### config.mk
export PLATFORM = sky130hd
export DESIGN_NAME = async_fifo_rd_stream_flat
export DESIGN_NICKNAME = d
export VERILOG_FILES = /design/src/rtl/async_fifo_rd_stream_pkg.sv /design/src/rtl/async_fifo_rd_stream_if.sv /design/src/rtl/async_fifo_rd_stream_skid.sv /design/src/rtl/async_fifo_rd_stream.sv /design/src/flat_wrapper.sv
export SDC_FILE = /design/constraint.sdc
export NUM_CORES = 1
export LEC_CHECK = 0
export BUFFER_PORTS_ARGS = -buffer_cell sky130_fd_sc_hd__buf_2
export CORE_MARGIN = 5
export CORE_UTILIZATION = 45
export DETAILED_ROUTE_END_ITERATION = 16
export PLACE_DENSITY = 0.63
export REMOVE_ABC_BUFFERS = 1
export SLEW_MARGIN = 20
export SYNTH_ARGS = -nofsm -noshare
export SYNTH_HDL_FRONTEND = slang
export SYNTH_SLANG_ARGS = --single-unit
### constraint.sdc
create_clock -name rd_clk -period 2.2 [get_ports rd_clk]
set_input_delay 0.44 -clock rd_clk [delete_from_list [all_inputs] [get_ports rd_clk]]
set_output_delay 0.44 -clock rd_clk [all_outputs]
set_load 0.005 [all_outputs]
### src/rtl/async_fifo_rd_stream_pkg.sv
// async_fifo_pkg: shared types and constants for the async_fifo read side.
//   DEF_DATA_WIDTH / DEF_BUF_DEPTH : default word width and skid depth
//   OCC_W                          : occupancy width for the default depth
//   RD_LATENCY                     : async_fifo rd_en -> rd_data latency
//   data_t                         : default-width FIFO word
//   run_state_e                    : read-enable gating state after reset
//   occ_width()                    : occupancy width for an arbitrary depth
package async_fifo_pkg;

  localparam int unsigned DEF_DATA_WIDTH = 8;
  localparam int unsigned DEF_BUF_DEPTH  = 3;
  localparam int unsigned OCC_W          = $clog2(DEF_BUF_DEPTH + 1);
  localparam int unsigned RD_LATENCY     = 1;

  typedef logic [DEF_DATA_WIDTH-1:0] data_t;

  typedef enum logic {
    RUN_HOLD   = 1'b0,
    RUN_ACTIVE = 1'b1
  } run_state_e;

  function automatic int unsigned occ_width(input int unsigned depth);
    return $clog2(depth + 1);
  endfunction

endpackage

### src/rtl/async_fifo_rd_stream_if.sv
// async_fifo_rd_stream_if: valid/ready stream carrying FIFO words.
//   m_valid : word present (driven by master)
//   m_ready : consumer accepts (driven by slave)
//   m_data  : word payload (driven by master)
interface async_fifo_rd_stream_if #(
  parameter int unsigned DATA_WIDTH = 8
) ();

  logic                  m_valid;
  logic                  m_ready;
  logic [DATA_WIDTH-1:0] m_data;

  modport master (output m_valid, output m_data, input m_ready);
  modport slave  (input m_valid, input m_data, output m_ready);

endinterface

### src/rtl/async_fifo_rd_stream_skid.sv
// async_fifo_rd_skid: BUF_DEPTH-entry register ring buffer.
//   clk, rst_n : clock, asynchronous active-low reset
//   clear      : drop all entries (wins over push/pop)
//   push       : write push_data at the tail
//   pop        : remove the head entry
//   head_data  : registered copy of the head entry; holds its last value when empty
//   occupancy  : number of entries held
module async_fifo_rd_skid
  import async_fifo_pkg::*;
#(
  parameter int unsigned DATA_WIDTH = DEF_DATA_WIDTH,
  parameter int unsigned BUF_DEPTH  = DEF_BUF_DEPTH,
  localparam int unsigned OW        = occ_width(BUF_DEPTH)
) (
  input  logic                  clk,
  input  logic                  rst_n,
  input  logic                  clear,
  input  logic                  push,
  input  logic [DATA_WIDTH-1:0] push_data,
  input  logic                  pop,
  output logic [DATA_WIDTH-1:0] head_data,
  output logic [OW-1:0]         occupancy
);

  localparam int unsigned PTR_W = $clog2(BUF_DEPTH);

  typedef logic [PTR_W-1:0] ptr_t;

  logic [DATA_WIDTH-1:0] mem_q [BUF_DEPTH];
  logic [DATA_WIDTH-1:0] mem_d [BUF_DEPTH];
  ptr_t                  head_q, head_d;
  ptr_t                  tail_q, tail_d;
  ptr_t                  head_nxt;
  logic [OW-1:0]         count_q, count_d;
  logic [DATA_WIDTH-1:0] head_data_q, head_data_d;

  // Explicit wrap: depth need not be a power of two.
  function automatic ptr_t ptr_inc(input ptr_t p);
    if (p == ptr_t'(BUF_DEPTH - 1)) return '0;
    return p + ptr_t'(1);
  endfunction

  always_comb begin
    mem_d       = mem_q;
    head_d      = head_q;
    tail_d      = tail_q;
    count_d     = count_q;
    head_data_d = head_data_q;
    head_nxt    = ptr_inc(head_q);

    if (clear) begin
      head_d  = '0;
      tail_d  = '0;
      count_d = '0;
    end else begin
      if (push) begin
        mem_d[tail_q] = push_data;
        tail_d        = ptr_inc(tail_q);
      end
      if (pop) begin
        head_d = head_nxt;
      end

      unique case ({push, pop})
        2'b10:   count_d = count_q + OW'(1);
        2'b01:   count_d = count_q - OW'(1);
        default: count_d = count_q;
      endcase

      // head_data is a separate register so m_data is a clean flop output
      // and keeps its last value once the buffer drains. On a pop with a
      // single entry the new head is the word being pushed this same edge.
      if (pop) begin
        if (count_q > OW'(1)) begin
          head_data_d = mem_q[head_nxt];
        end else if (push) begin
          head_data_d = push_data;
        end
      end else if (push && (count_q == '0)) begin
        head_data_d = push_data;
      end
    end
  end

  always_ff @(posedge clk or negedge rst_n) begin
    if (!rst_n) begin
      mem_q       <= '{default: '0};
      head_q      <= '0;
      tail_q      <= '0;
      count_q     <= '0;
      head_data_q <= '0;
    end else begin
      mem_q       <= mem_d;
      head_q      <= head_d;
      tail_q      <= tail_d;
      count_q     <= count_d;
      head_data_q <= head_data_d;
    end
  end

  assign head_data = head_data_q;
  assign occupancy = count_q;

  a_occ_bound: assert property (@(posedge clk) disable iff (!rst_n)
    count_q <= OW'(BUF_DEPTH));

  a_no_overflow: assert property (@(posedge clk) disable iff (!rst_n)
    (push && !pop && !clear) |-> (count_q < OW'(BUF_DEPTH)));

  a_no_underflow: assert property (@(posedge clk) disable iff (!rst_n)
    (pop && !clear) |-> (count_q != '0));

endmodule

### src/rtl/async_fifo_rd_stream.sv
// async_fifo_rd_stream: read-side adapter from async_fifo pull interface to
// a registered valid/ready stream.
//   rd_clk, rst_n : read-domain clock, asynchronous active-low reset
//   fifo_empty    : async_fifo empty
//   fifo_rd_en    : async_fifo rd_en (never depends on m_ready)
//   fifo_rd_data  : async_fifo rd_data, valid one cycle after fifo_rd_en
//   m_if          : outgoing stream (m_valid, m_ready, m_data)
//   flush         : drop buffered and in-flight words
//   occupancy     : words held in the skid buffer
//   xfer_cnt      : completed stream transfers, wraps silently
module async_fifo_rd_stream
  import async_fifo_pkg::*;
#(
  parameter int unsigned DATA_WIDTH = DEF_DATA_WIDTH,
  parameter int unsigned BUF_DEPTH  = DEF_BUF_DEPTH,
  parameter int unsigned CNT_WIDTH  = 16,
  localparam int unsigned OW        = occ_width(BUF_DEPTH)
) (
  input  logic                          rd_clk,
  input  logic                          rst_n,
  input  logic                          fifo_empty,
  output logic                          fifo_rd_en,
  input  logic [DATA_WIDTH-1:0]         fifo_rd_data,
  async_fifo_rd_stream_if.master        m_if,
  input  logic                          flush,
  output logic [OW-1:0]                 occupancy,
  output logic [CNT_WIDTH-1:0]          xfer_cnt
);

  run_state_e           run_q, run_d;
  logic                 in_flight_q, in_flight_d;
  logic                 discard_q, discard_d;
  logic [CNT_WIDTH-1:0] xfer_cnt_q, xfer_cnt_d;
  logic [OW:0]          fill;
  logic                 room;
  logic                 capture;
  logic                 pop;
  logic                 m_valid;
  logic [DATA_WIDTH-1:0] head_data;

  // Reads are held off for the release cycle, then enabled for good.
  always_comb begin
    run_d = run_q;
    unique case (run_q)
      RUN_HOLD:   run_d = RUN_ACTIVE;
      RUN_ACTIVE: run_d = RUN_ACTIVE;
      default:    run_d = RUN_HOLD;
    endcase
  end

  always_comb begin
    fill        = {1'b0, occupancy} + {{OW{1'b0}}, in_flight_q};
    room        = fill < (OW + 1)'(BUF_DEPTH);
    // Issue depends on registered state and flush only, never on m_ready.
    fifo_rd_en  = (run_q == RUN_ACTIVE) && !fifo_empty && !flush && room;
    in_flight_d = fifo_rd_en;
    // A word landing in the flush cycle is dropped by the clear itself;
    // discard also masks the cycle after so no stale capture survives.
    discard_d   = flush && in_flight_q;
    capture     = in_flight_q && !discard_q && !flush;
    pop         = m_valid && m_if.m_ready && !flush;
    xfer_cnt_d  = xfer_cnt_q;
    if (pop) begin
      xfer_cnt_d = xfer_cnt_q + CNT_WIDTH'(1);
    end
  end

  always_ff @(posedge rd_clk or negedge rst_n) begin
    if (!rst_n) begin
      run_q       <= RUN_HOLD;
      in_flight_q <= 1'b0;
      discard_q   <= 1'b0;
      xfer_cnt_q  <= '0;
    end else begin
      run_q       <= run_d;
      in_flight_q <= in_flight_d;
      discard_q   <= discard_d;
      xfer_cnt_q  <= xfer_cnt_d;
    end
  end

  async_fifo_rd_skid #(
    .DATA_WIDTH (DATA_WIDTH),
    .BUF_DEPTH  (BUF_DEPTH)
  ) u_skid (
    .clk        (rd_clk),
    .rst_n      (rst_n),
    .clear      (flush),
    .push       (capture),
    .push_data  (fifo_rd_data),
    .pop        (pop),
    .head_data  (head_data),
    .occupancy  (occupancy)
  );

  assign m_valid     = (occupancy != '0);
  assign m_if.m_valid = m_valid;
  assign m_if.m_data  = head_data;
  assign xfer_cnt     = xfer_cnt_q;

endmodule

### src/flat_wrapper.sv
// flat-port wrapper written by rule: the top's interface ports become plain ports
module async_fifo_rd_stream_flat import async_fifo_pkg::*;
#(
  parameter int unsigned DATA_WIDTH = DEF_DATA_WIDTH,
  parameter int unsigned BUF_DEPTH  = DEF_BUF_DEPTH,
  parameter int unsigned CNT_WIDTH  = 16,
  localparam int unsigned OW        = occ_width(BUF_DEPTH)
)
  (rd_clk, rst_n, fifo_empty, fifo_rd_en, fifo_rd_data, flush, occupancy, xfer_cnt, m_if_m_valid, m_if_m_data, m_if_m_ready);
  async_fifo_rd_stream_if #(.DATA_WIDTH(DATA_WIDTH)) m_if_i ();
  input  logic rd_clk;
  input  logic rst_n;
  input  logic fifo_empty;
  output logic fifo_rd_en;
  input  logic [DATA_WIDTH-1:0] fifo_rd_data;
  input  logic flush;
  output logic [OW-1:0] occupancy;
  output logic [CNT_WIDTH-1:0] xfer_cnt;
  output wire logic [$bits(m_if_i.m_valid)-1:0] m_if_m_valid;
  output wire logic [$bits(m_if_i.m_data)-1:0] m_if_m_data;
  input wire logic [$bits(m_if_i.m_ready)-1:0] m_if_m_ready;
  assign m_if_m_valid = m_if_i.m_valid;
  assign m_if_m_data = m_if_i.m_data;
  assign m_if_i.m_ready = m_if_m_ready;
  async_fifo_rd_stream #(.DATA_WIDTH(DATA_WIDTH), .BUF_DEPTH(BUF_DEPTH), .CNT_WIDTH(CNT_WIDTH)) u_core (.rd_clk(rd_clk), .rst_n(rst_n), .fifo_empty(fifo_empty), .fifo_rd_en(fifo_rd_en), .fifo_rd_data(fifo_rd_data), .m_if(m_if_i), .flush(flush), .occupancy(occupancy), .xfer_cnt(xfer_cnt));
endmodule
==> out/qor.txt, run 1 <==
Critical register-to-register path startpoint - u_core.u_skid.occupancy[0]
Clk slew on worst S/H paths - 0.07 ns
Vias in the first global route - 1806
Pre-CTS setup slack - 0.0211 ns
Design area - 3220 um2
Leading area contributor after synthesis - dfrtp_1
Static Leak - 0.00158 uW
Most frequent CP cell - ha_2
Cell Area, Placed - 2970 um2
Net count, final - 287
Synth Instances - 215
Layout area overhead - 21.9%
Met2 Routed Length - 2.36 mm
Die height - 86.7 um
CTS tree - yes
Remaining Overflow, GRT - 0
Ys Warns - 0
Area of the multi-input gates - 1190 um2
Setup ws final - -0.0724 ns
I/O Pins - 41
Clock period minus worst slack - 2.27 ns
HP Class - input pin to asynchronous set/reset pin
Mean Syn Cell Area - 12.3 um2
Primary FF master, synth - dfrtp_1
Filler cell count - 521
VDD IR max - 0.521 mV
Synth top area share - 53.9%
Routed WL per cell - 14.5 um
Arrival time worst endpoint - 1.83 ns
Worst-Margin Slew - 0.500 ns
Synth Cell Area - 2650 um2
GP Congestion - 0.699
Flop-to-flop setup slack - 0.17 ns
FF+latch count, synth - 57
Seq/Total Area, Yosys - 53.9%
Max_slew headroom - 66.7%
CP Data Required Time - 1.76 ns
RSZ-0062 raised after global routing - true
Critical path type - flop to primary output
First-pass GRT wire length - 8.71 mm
Sinks on Clock Net - 57
Post-DP HPWL - 3.41 mm
Metal3 WL - 267 um
Crit path largest cell delay - 0.49 ns
DR vias - 1742
Number of max-cap violations - 0
Status - complete, but fails checks
First-pass DRT Iterations - 4
Vias per inst - 4.99
Die W - 86.7 um
Worst-path cell chain - ha_2, ha_2, or4b_4, a21oi_4, buf_2
Failing checks - negative setup slack
Flop pwr share - 44.5%
Async S/R FF share, synth - 100%
Skew final - 0.00940 ns
Site row count - 28
Final hold vios - 0
Layout cells sized above 1 - 42.3%
Power share of the clock group - 31.1%
DIE AREA - 7510 um2
Net Switching - 923 uW
Period utilization - 103%
Overall Power - 3200 uW
P_int - 2280 uW
Hold-fix buffers, CTS - 0
ANT nets after route - 0
Pin count of the biggest net entering global routing - 39
CP Capture Type - primary output
Largest cells by area after synthesis - dfrtp_1, mux2_2, xnor2_1, mux2i_1, a21oi_1
Register area - 1430 um2
Core area - 5820 um2
CP max stage cell - or4b_4
Distinct cells, synth - 33
Gr usage total - 15.3%
Pwr dens - 994 nW/um2
Worst reg-to-reg path cell count - 8
Initial antenna violation count - 0
Worst Path Max Fanout - 2
Reg-to-Reg End - u_core.xfer_cnt[13]
Fmax - 440 MHz
DRT iter0 DRCs - 83
Sw frac - 28.8%
Combinational Power Share - 24.4%
Max Used Layer - met4
Clock Path Buffers - 2
Clock root cell - clkbuf_8
Total Wirelength - 5.07 mm
Post-synth EDFFs - 0
Met1 wire length - 2.37 mm
Drc violations - 0
Antenna diode count - 0
Initial Util - 45.5%
Most common cell after layout, fill and taps aside - dfrtp_1
CTS H-tree depth - 3
CTS Buf Count - 9
Final Setup Violations - 1
Clock Latency Late Sink - 0.33 ns
Startpoint type of the worst setup path - flop
Commonest cells after routing, fill and taps aside - dfrtp_1, mux2_2, buf_2, nor2_1, nand2_1
Pins Over Slew Limit - 0
I/O Buffers - 40
[layout make-up]
class,count,area share [%]
inverter,3,0.349
clock inverter,5,1.67
clock buffer,11,4.70
tap,75,2.91
sequential,57,44.2
multi-input combinational,147,37.0
timing repair buffer,51,9.16
[stage by stage]
stage	setup TNS [ns]	util, %	hold slack, ns	instances
final	-0.0724	55.4	0.0561	349
after global routing	-0.135	55.4	0.0900	349
after CTS	-0.0883	55.1	0.0633	348
after detailed placement	0	51.1	0.431	330
after global placement	0	51.1	0.426	330
after floorplan	0	-	0.144	207
[flip-flops by register name, indices dropped and copies added, names as in the netlist]
signal,flops
u_core.run_q,1
u_core.discard_q,1
u_core.u_skid.tail_q,2
u_core.u_skid.occupancy,2
u_core.xfer_cnt,16
u_core.in_flight_q,1
u_core.u_skid.mem_q,24
u_core.u_skid.head_q,2
u_core.u_skid.head_data,8
[cells in the mapped netlist, drive strengths merged, types with 2 or more instances]
cell    count
inv         3
and4        2
xor2        3
nand2      15
mux2i       9
a21oi      13
nor3        4
buf         3
dfrtp      57
nand4       3
nor2       16
ha          5
clkbuf      5
mux2       40
or3b        2
nand3       5
nor2b       2
xnor2      14
nand2b      2
[per-layer routing]
metal	GRT usage, %	vias to the layer above
li1	-	860
met4	6.66	0
met2	24.3	36
met1	19.1	837
met5	0	-
met3	4.85	9
[cells by family (layout without fill, tap and decap cells)]
logic type	after synthesis	after routing	share of synthesized area, %
simple gates	58	58	11.7
xor+xnor	17	17	5.63
buf+inv	11	70	1.94
other cells	1	1	0.142
fa+ha+maj	6	6	2.74
mux	49	49	20.4
compound gates	16	16	3.45
flops	57	57	53.9
[worst max-delay path: cells and delay by family, from the launching register on]
kind,cells,cell delay [ns]
simple gates,1,0.49
compound gates,1,0.13
fa+ha+maj,2,0.36
buf+inv,1,0.12
flops,1,0.40
[what timing repair did]
item,4_1_cts,5_1_grt
gates cloned,0,0
setup buffers,2,1
endpoints found under the setup margin,1,13
gates resized for setup,4,2
pin swaps,1,2
[worst max-delay path by stage]
stage	startpoint	to	slack, ns	cells past startpoint
finish	u_core.u_skid.occupancy[0]	fifo_rd_en	-0.07	5
floorplan	u_core.u_skid.occupancy[0]	u_core.u_skid.head_data[0]	0.07	6
detailed placement	u_core.u_skid.occupancy[0]	fifo_rd_en	0.02	5
global placement	u_core.u_skid.occupancy[1]	u_core.u_skid.head_data[3]	0.08	6
global route	u_core.u_skid.occupancy[0]	fifo_rd_en	-0.13	5
CTS	u_core.in_flight_q	fifo_rd_en	-0.09	5
[power groups by stage]
stage	clock [uW]	combinational, uW	sequential, uW
after global routing	1080	888	1470
after global placement	0	745	1450
after floorplan	0	459	1430
after CTS	1030	784	1430
final	996	782	1430
after detailed placement	0	756	1450
No activity file was read; power rests on OpenSTA's default activity.
==> run 2: changes to the inputs <==
- REMOVE_ABC_BUFFERS: 1 -> unset
==> out/qor.txt, run 2 (synthesis results as in run 1) <==
CTS tree - yes
Period utilization - 102% (-0.92 points)
DR vias - 1740 (-0.11%)
Critical register-to-register path startpoint - u_core.u_skid.occupancy[0]
GP Congestion - 0.798 (+14%)
Initial antenna violation count - 0 (unchanged)
Overall Power - 3280 uW (+2.3%)
Worst reg-to-reg path cell count - 8 (unchanged)
Crit path max-delay family - simple AND/OR/NAND/NOR gates
Reg-to-Reg End - u_core.u_skid.head_data[1]
I/O Buffers - 40 (unchanged)
Layout cells sized above 1 - 41.8% (-0.52 points)
DIE AREA - 7510 um2 (unchanged)
Clock root cell - clkbuf_8
Pin count of the biggest net entering global routing - 58 (+49%)
Die W - 86.7 um (unchanged)
Synth Net Count - 233
Gr usage total - 15.0% (-0.29 points)
First-pass GRT wire length - 8.47 mm (-2.8%)
Status - complete, but fails checks
Layout area overhead - 22.6%
VDD IR max - 0.607 mV (+17%)
Clock period minus worst slack - 2.25 ns (-0.0202 ns)
CP Capture Type - primary output
Vias in the first global route - 1773 (-1.8%)
Net count, final - 288 (+0.35%)
HP Class - input pin to asynchronous set/reset pin
Final hold vios - 0 (unchanged)
Startpoint type of the worst setup path - flop
Drc violations - 0 (unchanged)
Setup ws final - -0.0522 ns (+0.0202 ns)
Clk slew on worst S/H paths - 0.07 ns (about the same)
Largest register FFs - 24 (unchanged)
Worst-path cell chain - ha_2, ha_2, or4b_4, a21oi_4, buf_2
CTS Buf Count - 9 (unchanged)
First-pass DRT Iterations - 4 (unchanged)
Site row count - 28 (unchanged)
Buf/Inv on CP - 1 (unchanged)
Worst Path Max Fanout - 2 (unchanged)
Remaining Overflow, GRT - 0 (unchanged)
Worst Hold Margin - 0.102 ns (+0.0461 ns)
Initial Util - 45.5% (unchanged)
Total Wirelength - 5.07 mm (about the same)
Pins Over Slew Limit - 0 (unchanged)
Flop-to-flop setup slack - 0.14 ns (-0.03 ns)
Pwr dens - 1010 nW/um2 (+1.8%)
DRT iter0 DRCs - 60 (-28%)
Failing checks - negative setup slack
Fmax - 444 MHz (+0.90%)
Skew final - 0.00679 ns (-0.00261 ns)
CTS H-tree depth - 3 (unchanged)
Routed WL per cell - 14.5 um (-0.33%)
Die height - 86.7 um (unchanged)
Number of max-cap violations - 0 (unchanged)
Arrival time worst endpoint - 1.81 ns (-0.02 ns)
Final Setup Violations - 1 (unchanged)
Most common cell after layout, fill and taps aside - dfrtp_1
Hold-fix buffers, CTS - 0 (unchanged)
ANT nets after route - 0 (unchanged)
Vias per inst - 4.97 (-0.40%)
Commonest cells after routing, fill and taps aside - dfrtp_1, mux2_2, buf_2, nor2_1, nand2_1
Critical path type - flop to primary output
Static Leak - 0.00158 uW (+0.48%)
I/O Pins - 41 (unchanged)
Antenna diode count - 0 (unchanged)
Core area - 5820 um2 (unchanged)
Clock Latency Late Sink - 0.33 ns (about the same)
Most flop-heavy register - u_core.u_skid.mem_q
CP max stage cell - or4b_4
Clock Path Buffers - 2 (unchanged)
Most frequent CP cell - ha_2
CP Data Required Time - 1.76 ns (about the same)
Sinks on Clock Net - 57 (unchanged)
Post-DP HPWL - 3.44 mm (+0.96%)
Crit path largest cell delay - 0.50 ns (about the same)
RSZ-0062 raised after global routing - true
[run 2: cell types whose count changed in the layout (fill, tap and decap cells not counted)]
cell	change
buf_4	+1
bufinv_16	+1
clkbuf_1	+1
clkbuf_8	-1
clkinv_2	-1
or3_1	+1
or3_4	-1
[run 2: how the worst max path moves through the flow]
stage	slack, ns	end	from	cells after the start
after CTS	-0.05	fifo_rd_en	u_core.u_skid.occupancy[0]	5
after global placement	0.11	fifo_rd_en	u_core.u_skid.occupancy[0]	5
after floorplan	0.19	u_core.u_skid.head_data[0]	u_core.u_skid.occupancy[0]	8
after global routing	-0.14	fifo_rd_en	u_core.u_skid.occupancy[0]	5
final	-0.05	fifo_rd_en	u_core.u_skid.occupancy[0]	5
after detailed placement	0.06	fifo_rd_en	u_core.u_skid.occupancy[0]	5
[run 2: layer usage]
layer,GRT usage (%),wire (um),up-vias
met5,0,0,-
li1,-,-,862
met3,3.52,244,9
met2,23.3,2330,38
met4,8.50,106,0
met1,19.1,2400,831
[run 2: cell type report]
cell class,instances,area (um2)
inverters,3,11.3
clock inverters,5,78.8
well taps,75,93.8
multi-input cells,147,1190
flip-flops and latches,57,1430
fillers,536,2570
repair buffers,52,303
clock buffers,11,141
[run 2: repair_timing]
item                                   in CTS  in global routing
gates resized for setup                     4                  1
buffers inserted                            3                  1
setup endpoints to repair                   1                  4
gates cloned                                0                  0
pin swaps                                   0                  1
endpoints found under the hold margin       0                  0
[run 2: power by group]
part	internal, uW	switching [uW]	leakage, uW	total [uW]
clock network	667	411	0.000113	1080
logic	436	342	0.000737	778
registers	1260	159	0.000733	1420
[run 2: per-stage QoR]
step           setup slack (ns)  cell area, um2  TNS [ns]  util [%]  instances
3_3_place_gp              0.111            2970         0      51.1        330
4_1_cts                 -0.0535            3230   -0.0535      55.5        349
5_1_grt                  -0.136            3240    -0.136      55.7        350
6_report                -0.0522            3240   -0.0522      55.7        350
3_5_place_dp             0.0551            2970         0      51.1        330
2_1_floorplan             0.189            2650         0         -        215
==> run 3: changes to the inputs <==
- ABC_AREA: unset -> 1
- PLACE_DENSITY: 0.63 -> 0.62
==> out/qor.txt, run 3 <==
Status - completed
I/O Buffers - 40 (unchanged)
Worst reg-to-reg path cell count - 11 (+3)
Setup ws final - 0.0774 ns (+0.130 ns)
Seq/Total Area, Yosys - 51.9% (-2.0 points)
Post-DP HPWL - 3.98 mm (+16%)
Global routing usage on met1 - 21.3% (+2.2 points)
Remaining Overflow, GRT - 0 (unchanged)
Worst-Margin Slew - 0.528 ns
Synth Cell Area - 2750 um2 (+3.9%)
Routed WL per cell - 12.8 um (-12%)
Critical register-to-register path startpoint - u_core.u_skid.occupancy[0]
Main combinational cell family by area after synthesis - simple AND/OR/NAND/NOR gates
CTS tree - yes
Post-Synth Adder-Cell Area - 2.28% (-0.47 points)
Pwr dens - 988 nW/um2 (-2.3%)
Worst Path Max Fanout - 3 (+1)
Fmax - 471 MHz (+6.1%)
HP Class - input pin to asynchronous set/reset pin
FF+latch count, synth - 57 (unchanged)
Site row count - 28 (unchanged)
Gr usage total - 16.7% (+1.8 points)
Distinct cells, synth - 26 (-21%)
First-pass GRT wire length - 9.87 mm (+17%)
Initial antenna violation count - 0 (unchanged)
Async S/R FF share, synth - 100% (unchanged)
Pin count of the biggest net entering global routing - 25 (-57%)
Post-synth EDFFs - 0 (unchanged)
CTS Buf Count - 9 (unchanged)
Layout Cells excl Fill - 456 (+30%)
Synth Area in XOR/XNOR - 3.82% (-1.8 points)
Clock period minus worst slack - 2.12 ns (-0.130 ns)
DP Cell Count - 439 (+33%)
VDD IR max - 0.417 mV (-31%)
Total Wirelength - 5.83 mm (+15%)
Startpoint type of the worst setup path - flop
Clk slew on worst S/H paths - 0.07 ns (about the same)
Final Setup Violations - 0 (-1)
Met2 usage - 27.1% (+3.8 points)
Combinational Power Share - 23.8% (about the same)
Sinks on Clock Net - 57 (unchanged)
Synth top area share - 51.9% (-2.0 points)
Initial Util - 46.4% (+0.95 points)
Clock Path Buffers - 2 (unchanged)
Primary FF master, synth - dfrtp_1
Layout area overhead - 20.2%
CTS H-tree depth - 3 (unchanged)
Ys Warns - 0 (unchanged)
Grt met3 use - 3.20% (-0.32 points)
Most common cell in the synthesized netlist - nand2_1
Post-synthesis mux area share - 0% (-20 points)
Most common cell after layout, fill and taps aside - nand2_1
Largest cells by area after synthesis - dfrtp_1, nand2_1, o21ai_0, inv_1, nand3_1
Most flop-heavy register - u_core.u_skid.mem_q
Sw frac - 30.9% (+3.1 points)
Critical path type - flop to primary output
CP Capture Type - primary output
Most used routing layer - met2
Worst Hold Margin - 0.0775 ns (-0.0246 ns)
Net count, final - 395 (+37%)
I/O Pins - 41 (unchanged)
Largest register FFs - 24 (unchanged)
Mean Syn Cell Area - 8.46 um2 (-31%)
Compound-Gate Fraction of Synth Area - 5.74% (+2.3 points)
Synth Net Count - 343 (+47%)
Die height - 88.2 um (+1.7%)
Net Switching - 1010 uW (+11%)
Commonest cells after routing, fill and taps aside - nand2_1, dfrtp_1, buf_2, inv_1, o21ai_0
Die W - 88.2 um (+1.7%)
Layout cells sized above 1 - 21.3% (-21 points)
Max_slew headroom - 64.8%
Leading area contributor after synthesis - dfrtp_1
DR vias - 2160 (+24%)
Clock root cell - clkbuf_8
DRT iter0 DRCs - 93 (+55%)
Commonest cells in the synthesized netlist - nand2_1, dfrtp_1, inv_1
GP Congestion - 0.800 (+0.26%)
Vias in the first global route - 2180 (+23%)
Arrival time worst endpoint - 1.68 ns (-0.13 ns)
Static Leak - 0.00174 uW (+9.6%)
Filler cell count - 571 (+6.5%)
Clock Latency Late Sink - 0.33 ns (about the same)
ANT nets after route - 0 (unchanged)
Pre-CTS setup slack - 0.149 ns (+0.0941 ns)
Number of max-cap violations - 0 (unchanged)
Antenna diode count - 0 (unchanged)
DIE AREA - 7770 um2 (+3.5%)
Setup_tns - 0 ns (+0.0522 ns)
Final hold vios - 0 (unchanged)
RSZ-0062 raised after global routing - false
Synth Area in Simple Gates - 30.9% (+19 points)
CP Data Required Time - 1.76 ns (about the same)
Vias per inst - 4.74 (-4.7%)
First-pass DRT Iterations - 4 (unchanged)
Period utilization - 96.5% (-5.9 points)
Power share of the clock group - 32.5% (-0.4 points)
Drc violations - 0 (unchanged)
Core area - 5920 um2 (+1.8%)
Skew final - 0.0142 ns (+0.00739 ns)
Pins Over Slew Limit - 0 (unchanged)
Synth Instances - 325 (+51%)
P_int - 2260 uW (-4.7%)
Flop pwr share - 43.7% (+0.3 points)
Setup crit start - u_core.u_skid.occupancy[0]
==> run 3: cell count changes after synthesis, moves of 9 or more <==
cell     delta
o21ai_0    +26
xnor2_1    -10
inv_1      +25
mux2i_1     -9
a21oi_1    -13
mux2_2     -40
nand3_1    +14
nand2_1   +117
==> run 3: repair_timing <==
| action | in CTS | in global routing |
|---|---|---|
| hold buffers | 0 | 0 |
| buffers inserted | 0 | 2 |
| endpoints found under the setup margin | 1 | 1 |
| resized for setup | 4 | 1 |
==> run 3: final timing paths <==
kind,to,slack (ns)
max reg2reg,u_core.xfer_cnt[13],0.32
max in group asynchronous,u_core.u_skid.mem_q[19],1.44
min reg2reg,u_core.u_skid.head_data[5],0.47
max,fifo_rd_en,0.08
min,u_core.xfer_cnt[2],0.08
min in group rd_clk,u_core.in_flight_q,0.31
==> run 3: metrics by stage <==
step / area (um2) / util [%] / power (uW)
floorplan: 2750 / - / 1870
global placement: 3050 / 51.4 / 2170
detailed placement: 3050 / 51.4 / 2180
CTS: 3290 / 55.5 / 3280
global route: 3300 / 55.8 / 3470
finish: 3300 / 55.8 / 3260
==> run 3: power groups by stage <==
| stage | Clock, uW | Combinational [uW] | Sequential (uW) |
|---|---|---|---|
| 2_1_floorplan | 0 | 451 | 1420 |
| 3_3_place_gp | 0 | 729 | 1440 |
| 3_5_place_dp | 0 | 746 | 1440 |
| 4_1_cts | 1080 | 774 | 1430 |
| 5_1_grt | 1130 | 895 | 1450 |
| 6_report | 1060 | 778 | 1430 |
==> run 3: critical path: stages (launching register included) <==
cell and delay (ns):
dfrtp_1 0.42, ha_2 0.21, ha_4 0.22, a2111oi_4 0.34
buf_2 0.17
==> run 3: metal layers <==
layer | part of all wire, % | vias up
met5 | 0 | -
li1 | - | 1127
met2 | 45 | 49
met1 | 48 | 975
met4 | 1.8 | 0
met3 | 5.2 | 9
==> run 3: cells by family (layout without fill, tap and decap cells) <==
group / Yosys count / in the layout
and+or+nand+nor: 184 / 184
DFF: 57 / 57
buffers and inverters: 36 / 92
AOI/OAI and AO/OA: 30 / 30
xor gates and xnor gates: 12 / 12
adders and majority gates: 5 / 5
other: 1 / 1
==> run 3: layout make-up <==
type / count / area (um2) / share of cell area [%]
Sequential cell: 57 / 1430 / 43.2
Multi-Input combinational cell: 232 / 1210 / 36.7
Tap cell: 75 / 93.8 / 2.84
Clock inverter: 3 / 65.1 / 1.97
Timing Repair Buffer: 45 / 238 / 7.19
Inverter: 32 / 125 / 3.79
Clock buffer: 12 / 145 / 4.39
